File: config.mk
export PLATFORM = sky130hd
export DESIGN_NAME = instr_encoder
export DESIGN_NICKNAME = d
export VERILOG_FILES = /design/src/rtl/instr_encoder.sv
export SDC_FILE = /design/constraint.sdc
export NUM_CORES = 1
export LEC_CHECK = 0
export CAP_MARGIN = 20
export CORE_UTILIZATION = 40
export DETAILED_ROUTE_END_ITERATION = 8
export DONT_BUFFER_PORTS = 1
export HOLD_SLACK_MARGIN = 0.06
export SYNTH_ARGS = -nofsm -noshare
export SYNTH_HDL_FRONTEND = slang
export SYNTH_SLANG_ARGS = --single-unit
export TNS_END_PERCENT = 5
File: constraint.sdc
create_clock -name i_clk -period 2.07 [get_ports i_clk]
set_clock_uncertainty 0.15 [all_clocks]
set_input_delay 0.1035 -clock i_clk [delete_from_list [all_inputs] [get_ports i_clk]]
set_output_delay 0.1035 -clock i_clk [all_outputs]
set_load 0.005 [all_outputs]
File: src/rtl/instr_encoder.sv
// MIPS instruction encoder. It accepts an instruction class and its fields over
// valid/ready and writes the encoded word to instruction memory at the next free address.
module instr_encoder #(
    parameter int ADDR_WIDTH = 6
) (
    input  logic                  i_clk,
    input  logic                  i_rst_n,
    input  logic                  i_clear,
    input  logic                  i_valid,
    output logic                  o_ready,
    input  logic [2:0]            i_op,
    input  logic [4:0]            i_rs,
    input  logic [4:0]            i_rt,
    input  logic [4:0]            i_rd,
    input  logic [4:0]            i_shamt,
    input  logic [5:0]            i_funct,
    input  logic [15:0]           i_imm,
    input  logic [25:0]           i_target,
    output logic                  o_wr_en,
    output logic [ADDR_WIDTH-1:0] o_wr_addr,
    output logic [31:0]           o_wr_data,
    output logic [ADDR_WIDTH:0]   o_count,
    output logic                  o_full
);

    typedef enum logic [1:0] {
        IDLE   = 2'd0,
        ENCODE = 2'd1,
        WRITE  = 2'd2,
        FULL   = 2'd3
    } state_t;

    typedef struct packed {
        logic [2:0]  op;
        logic [4:0]  rs;
        logic [4:0]  rt;
        logic [4:0]  rd;
        logic [4:0]  shamt;
        logic [5:0]  funct;
        logic [15:0] imm;
        logic [25:0] target;
    } fields_t;

    localparam logic [ADDR_WIDTH:0]   CAPACITY  = {1'b1, {ADDR_WIDTH{1'b0}}};
    localparam logic [ADDR_WIDTH:0]   COUNT_ONE = {{ADDR_WIDTH{1'b0}}, 1'b1};
    localparam logic [ADDR_WIDTH-1:0] PTR_ONE   = {{(ADDR_WIDTH-1){1'b0}}, 1'b1};

    state_t                state_q, state_d;
    fields_t               fields_q, fields_d;
    logic [31:0]           word_q, word_d, word_enc;
    logic [ADDR_WIDTH-1:0] ptr_q, ptr_d;
    logic [ADDR_WIDTH:0]   count_q, count_d, count_inc;
    logic                  wr_en_q, wr_en_d;

    always_comb begin
        word_enc = {6'b000010, fields_q.target};
        case (fields_q.op)
            3'd0: word_enc = {6'b000000, fields_q.rs, fields_q.rt, fields_q.rd,
                              fields_q.shamt, fields_q.funct};
            3'd1: word_enc = {6'b001000, fields_q.rs, fields_q.rt, fields_q.imm};
            3'd2: word_enc = {6'b001100, fields_q.rs, fields_q.rt, fields_q.imm};
            3'd3: word_enc = {6'b100011, fields_q.rs, fields_q.rt, fields_q.imm};
            3'd4: word_enc = {6'b101011, fields_q.rs, fields_q.rt, fields_q.imm};
            3'd5: word_enc = {6'b000100, fields_q.rs, fields_q.rt, fields_q.imm};
            3'd6: word_enc = {6'b000101, fields_q.rs, fields_q.rt, fields_q.imm};
            default: word_enc = {6'b000010, fields_q.target};
        endcase
    end

    assign count_inc = count_q + COUNT_ONE;

    // Clear wins over every state; the strobe is registered so it lines up with WRITE.
    always_comb begin
        state_d  = state_q;
        fields_d = fields_q;
        word_d   = word_q;
        ptr_d    = ptr_q;
        count_d  = count_q;
        wr_en_d  = 1'b0;
        if (i_clear) begin
            state_d = IDLE;
            ptr_d   = '0;
            count_d = '0;
        end else begin
            case (state_q)
                IDLE: begin
                    if (i_valid) begin
                        fields_d = {i_op, i_rs, i_rt, i_rd, i_shamt, i_funct, i_imm, i_target};
                        state_d  = ENCODE;
                    end
                end
                ENCODE: begin
                    word_d  = word_enc;
                    wr_en_d = 1'b1;
                    state_d = WRITE;
                end
                WRITE: begin
                    count_d = count_inc;
                    if (count_inc == CAPACITY) begin
                        state_d = FULL;
                    end else begin
                        ptr_d   = ptr_q + PTR_ONE;
                        state_d = IDLE;
                    end
                end
                default: state_d = FULL;
            endcase
        end
    end

    always_ff @(posedge i_clk or negedge i_rst_n) begin
        if (!i_rst_n) begin
            state_q  <= IDLE;
            fields_q <= '0;
            word_q   <= '0;
            ptr_q    <= '0;
            count_q  <= '0;
            wr_en_q  <= 1'b0;
        end else begin
            state_q  <= state_d;
            fields_q <= fields_d;
            word_q   <= word_d;
            ptr_q    <= ptr_d;
            count_q  <= count_d;
            wr_en_q  <= wr_en_d;
        end
    end

    assign o_ready   = (state_q == IDLE);
    assign o_full    = (state_q == FULL);
    assign o_wr_en   = wr_en_q;
    assign o_wr_addr = ptr_q;
    assign o_wr_data = word_q;
    assign o_count   = count_q;

endmodule

# --- After elaboration in Yosys (flattened, before gate mapping) ---
# Index checks and enable logic that the tools add are counted.
word_totals:
  regBits: 119
  input_bits: 75
classes:
  bitwise: 1
  n_mux: 12
  reduce_logical: 6
  eq_ne: 12
  n_addsub: 2
op_table:
  columns: ["cell", "n"]
  rows:
  - ["$pmux W32 S7", 1]
  - ["$mux W6", 3]
  - ["$mux W7", 2]
  - ["$eq A3 B3 Y1 const B", 3]
  - ["$add A7 B1 Y7 const B", 1]
  - ["$eq A7 B7 Y1 const B", 1]
  - ["$add A6 B1 Y6 const B", 1]
  - ["$eq A3 B2 Y1 const B", 2]
  - ["$mux W2", 3]
  - ["$pmux W2 S3", 1]
  - ["$eq A2 B2 Y1 const B", 2]
  - ["$reduce_and A2 Y1", 2]
  - ["$eq A3 B1 Y1 const B", 1]
  - ["$logic_not A3 Y1", 1]
  - ["$ne A3 B3 Y1 const B", 1]
  - ["$reduce_and A3 Y1", 1]
  - ["$eq A2 B1 Y1 const B", 1]
  - ["$logic_not A2 Y1", 1]
  - ["$mux W1", 2]
  - ["$ne A2 B2 Y1 const B", 1]
  - ["$reduce_bool A2 Y1", 1]
  - ["$not A1 Y1", 1]

# --- Longest topological paths before layout ---
logic_depth:
  word_depth: 5
  ltp_mapped: 7

# --- Least setup slack after synthesis ---
# Ideal clock, no wire load.
synth_path:
  kind: "register -> register"
  from: "reg count_q[1], in the netlist o_count[1]"
  to: "reg ptr_q[3], in the netlist o_wr_addr[3]"
  stages_incl_launch_ff: 7
  setup_ns: 0.136
  synth_period_minus_slack_ns: 2.059
  t_arrival_ns: 1.773
  setup_slack_ns: 0.011
  path_cell_list: "dfrtp_1 -> ha_1 -> and4_4 -> o211ai_4 -> a2111oi_4 -> or3_1 -> a21oi_1"
synth_between:
  elab_chain_len: 4
synth_lines:
  columns: ["item", "line_no", "rtl"]
  rows:
  - ["from (decl)", "52", "logic [ADDR_WIDTH:0] count_q, count_d, count_inc;"]
  - ["from (signal assigned)", "124", "count_q <= count_d;"]
  - ["$add A7 B1 Y7", "70", "assign count_inc = count_q + COUNT_ONE;"]
  - ["$eq A7 B7 Y1", "99", "if (count_inc == CAPACITY) begin"]
  - ["$ne A2 B2 Y1 (no source line)", null, null]
  - ["$reduce_and A2 Y1 (no source line)", null, null]
  - ["to (signal assigned)", "123", "ptr_q <= ptr_d;"]
  - ["to (decl)", "51", "logic [ADDR_WIDTH-1:0] ptr_q, ptr_d;"]
# No other way between the ends.
# A chain may end at the register's enable or synchronous reset.

# --- Worst setup path after layout ---
layout_path:
  from: "reg count_q[0], in the netlist o_count[0]"
  to: "reg ptr_q[5], in the netlist o_wr_addr[5]"
# The elaborated chain is that of the path after synthesis.

==> results.py <==
metrics = {
    "logic_synthesis": {
        "async_flop_share": 1.00,
        "synth_nets": 504,
        "yosys.area.top_type_share": 0.575,
        "synth_simple_gate_area_frac": 0.0887,
        "synth_top_family_by_area": "multiplexers",
        "synth_edf_count": 0,
        "synth_fa_ha_area_frac": 0.00731,
        "netlist_area_mm2": 0.00514,
        "ys_top_cells_by_area": "dfrtp_1 (57%), mux2_2 (15%), mux2i_1 (5.3%)",
        "synth_ff_type": "dfrtp_1",
        "yosysWarnings": 0,
        "synth_compound_area_frac": 0.0843,
        "synth.area.mux_share": 0.206,
        "synthXorXnorAreaFrac": 0.0119,
        "ys_ff_latch": 118,
        "synth_cell_types": 39,
        "synthCells": 426,
        "syn_area_per_cell_um2": 12.1,
        "yosysTopAreaCell": "dfrtp_1",
        "seq_area_frac_synth": 0.575,
    },
    "placement": {
        "routabilityCongestion": 0.740,
        "port_buffers": 0,
        "dpl.hpwl_mm": 6.82,
        "dpl-instance-area_mm2": 0.00539,
        "dp_cells": 583,
        "place_worst_setup_slack_ps": -0.866,
    },
    "global_route": {
        "grt_pass1_vias": 3772,
        "antenna_found_initial": 0,
        "grt_use_total": 0.189,
        "grt_pass1_wl_mm": 18.9,
        "grt-ovfl-total": 0,
        "grt_max_degree": 119,
    },
    "die": {
        "io_pins": 123,
        "fp.dieH_um": 115,
        "die_x_um": 115,
        "core.rowCount": 41,
        "coreArea_mm2": 0.0126,
        "dieArea_mm2": 0.0133,
        "start_util": 0.409,
    },
    "sta": {
        "clock.fmax_ghz": 0.492,
        "min_period_over_period": 0.981,
        "timing.final.ws_setup_ps": 38.7,
        "holdWs_ps": -766,
        "slew_viol_final": 0,
        "slew-limit-headroom": 0.510,
        "finalHoldViolations": 118,
        "setup_violations": 0,
        "fin_crit_ps": 2030,
        "rsz0062_at_grt": "false",
        "tightest_slew_ps": 735,
    },
    "clock_network": {
        "numCtsBuffers": 17,
        "clock_path_buffers": 2,
        "ctsHtreeMaxLevel": 4,
        "cts_tree": "yes",
        "cts.clk_slew.worst_paths_ps": 60,
        "cts_hold_buf": 73,
        "root_buffer": "clkbuf_16",
        "clkLatencyLatePin_ps": 410,
        "cts_sinks": 118,
    },
    "hold_path": {
        "min_path_type": "input pin to async pin",
    },
    "final_layout": {
        "area_growth_pct": 33.9,
        "layout_commonest_cell": "dfrtp_1",
        "mostFrequentLayoutCells": "dfrtp_1 (116), dlygate4sd3_1 (72), mux2_2 (70)",
        "layout-drive-gt1-share": 0.261,
        "post-route-util": 0.547,
        "nets": 583,
        "antenna_cells": 0,
        "fin_cells": 690,
        "finalInstanceArea_mm2": 0.00688,
    },
    "critical_path": {
        "worstPathCellList": "buf_6, a21bo_4, a41oi_4, a2111oi_4, buf_6, or3_4, a21oi_2",
        "r2r_end": "o_wr_addr[5]$_DFFE_PN0P_",
        "worstSetupPathType": "flip-flop to flip-flop",
        "timing.critical_path.fanout_max": 9,
        "r2r-start": "o_count[0]$_DFFE_PN0P_",
        "crit_path_start": "o_count[0]$_DFFE_PN0P_",
        "path_common_cell": "buf_6",
        "cp.buffers_inverters": 2,
        "crit_end": "o_wr_addr[5]$_DFFE_PN0P_",
        "cp.depth": 7,
        "cpMaxStageDelayCell": "dfrtp_2",
        "arrival_ps": 2210,
        "max_stage_delay_ps": 440,
        "crit_path_end_kind": "flip-flop",
        "r2r_slack_ps": 40,
        "reg2reg_depth": 7,
        "worstSetupStartpointType": "flip-flop",
        "required_ps": 2250,
        "critPathTopFamily": "compound AO/OA/AOI/OAI gates",
    },
    "drt": {
        "ant_nets": 0,
        "dr.pass1.iters": 4,
        "vias": 3523,
        "viasPerCell": 5.11,
        "wl_per_cell_um": 17.0,
        "routed_wl_mm": 11.7,
        "drtIter0Drc": 176,
        "drc_errors": 0,
    },
    "outcome": {
        "violations": "hold timing",
        "outcome": "finished with violations",
    },
    "pwr": {
        "vdd_drop_max_mv": 0.675,
        "totalPowerFinal_w": 0.00777,
        "p_leak_nw": 2.98,
        "powerDensity_mw_per_mm2": 1130,
    },
    "job": {
        "cap_violations": 0,
    },
}
per-layer routing:
layer | vias to the layer above | GRT usage | share of wire
met2 | 126 | 0.311 | 0.49
met1 | 1714 | 0.215 | 0.41
met4 | 0 | 0.0771 | 0.016
met3 | 24 | 0.0822 | 0.084
met5 | - | 0 | 0
li1 | 1659 | - | -
synth_stat cells, types with 2 or more instances:
cell type and count:
nor3b_1 2, nand2_1 51, o21ai_0 39, buf_2 9
ha_1 3, buf_4 2, nor2b_1 2, mux2_2 70
or3_1 4, and3_1 5, nand4_1 4, nor3_1 3
o21ai_1 15, dfrtp_1 118, inv_1 4, clkbuf_1 16
nand3_1 5, a21oi_1 9, xor2_1 6, nor2_1 14
mux2i_1 27
flip-flops by register name, indices dropped and copies added (netlist names):
| signal | flops |
|---|---|
| o_wr_addr | 6 |
| state_q | 2 |
| o_wr_en | 1 |
| fields_q | 71 |
| o_count | 7 |
| o_wr_data | 31 |
how the worst min path moves through the flow:
stage          cells past startpoint                   endpoint    start
6_report                           0   fields_q[58]$_DFFE_PN0P_  i_rst_n
5_1_grt                            0  o_wr_data[20]$_DFFE_PN0P_  i_rst_n
4_1_cts                            0   fields_q[12]$_DFFE_PN0P_  i_rst_n
3_5_place_dp                       0   fields_q[20]$_DFFE_PN0P_  i_rst_n
3_3_place_gp                       0   fields_q[62]$_DFFE_PN0P_  i_rst_n
2_1_floorplan                      0    fields_q[0]$_DFFE_PN0P_  i_rst_n
through the flow:
stage	hold slack (ps)	setup TNS [ps]
6_report	-766	0
4_1_cts	-797	0
3_3_place_gp	-340	0
2_1_floorplan	-342	0
5_1_grt	-791	0
3_5_place_dp	-340	-0.866
power breakdown:
part           switching, W  internal [W]
Sequential         0.000427       0.00287
Combinational      0.000486      0.000639
Clock               0.00109       0.00226
Total               0.00200       0.00578
area by class of cell:
type | count | area (µm²)
fill | 1079 | 5690
sequential | 118 | 2960
multi-input combinational | 277 | 2120
timing repair buffer | 87 | 897
clock buffer | 17 | 425
clock inverter | 15 | 250
tap | 172 | 215
inverter | 4 | 15.0
cells by family after synthesis:
group           Yosys count
xor+xnor                  7
mux                      97
buf+inv                  31
simple gates             97
compound gates           72
flops                   118
fa+ha+maj                 3
other cells               1
timing repair:
item / 4_1_cts / 5_1_grt
hold endpoints to repair: 208 / 118
pin swaps: 2 / 4
resized for setup: 3 / 13
setup endpoints to repair: 4 / 32
buffers inserted: 1 / 1
cloned: 0 / 1
No activity file was read; power rests on OpenSTA's default activity.
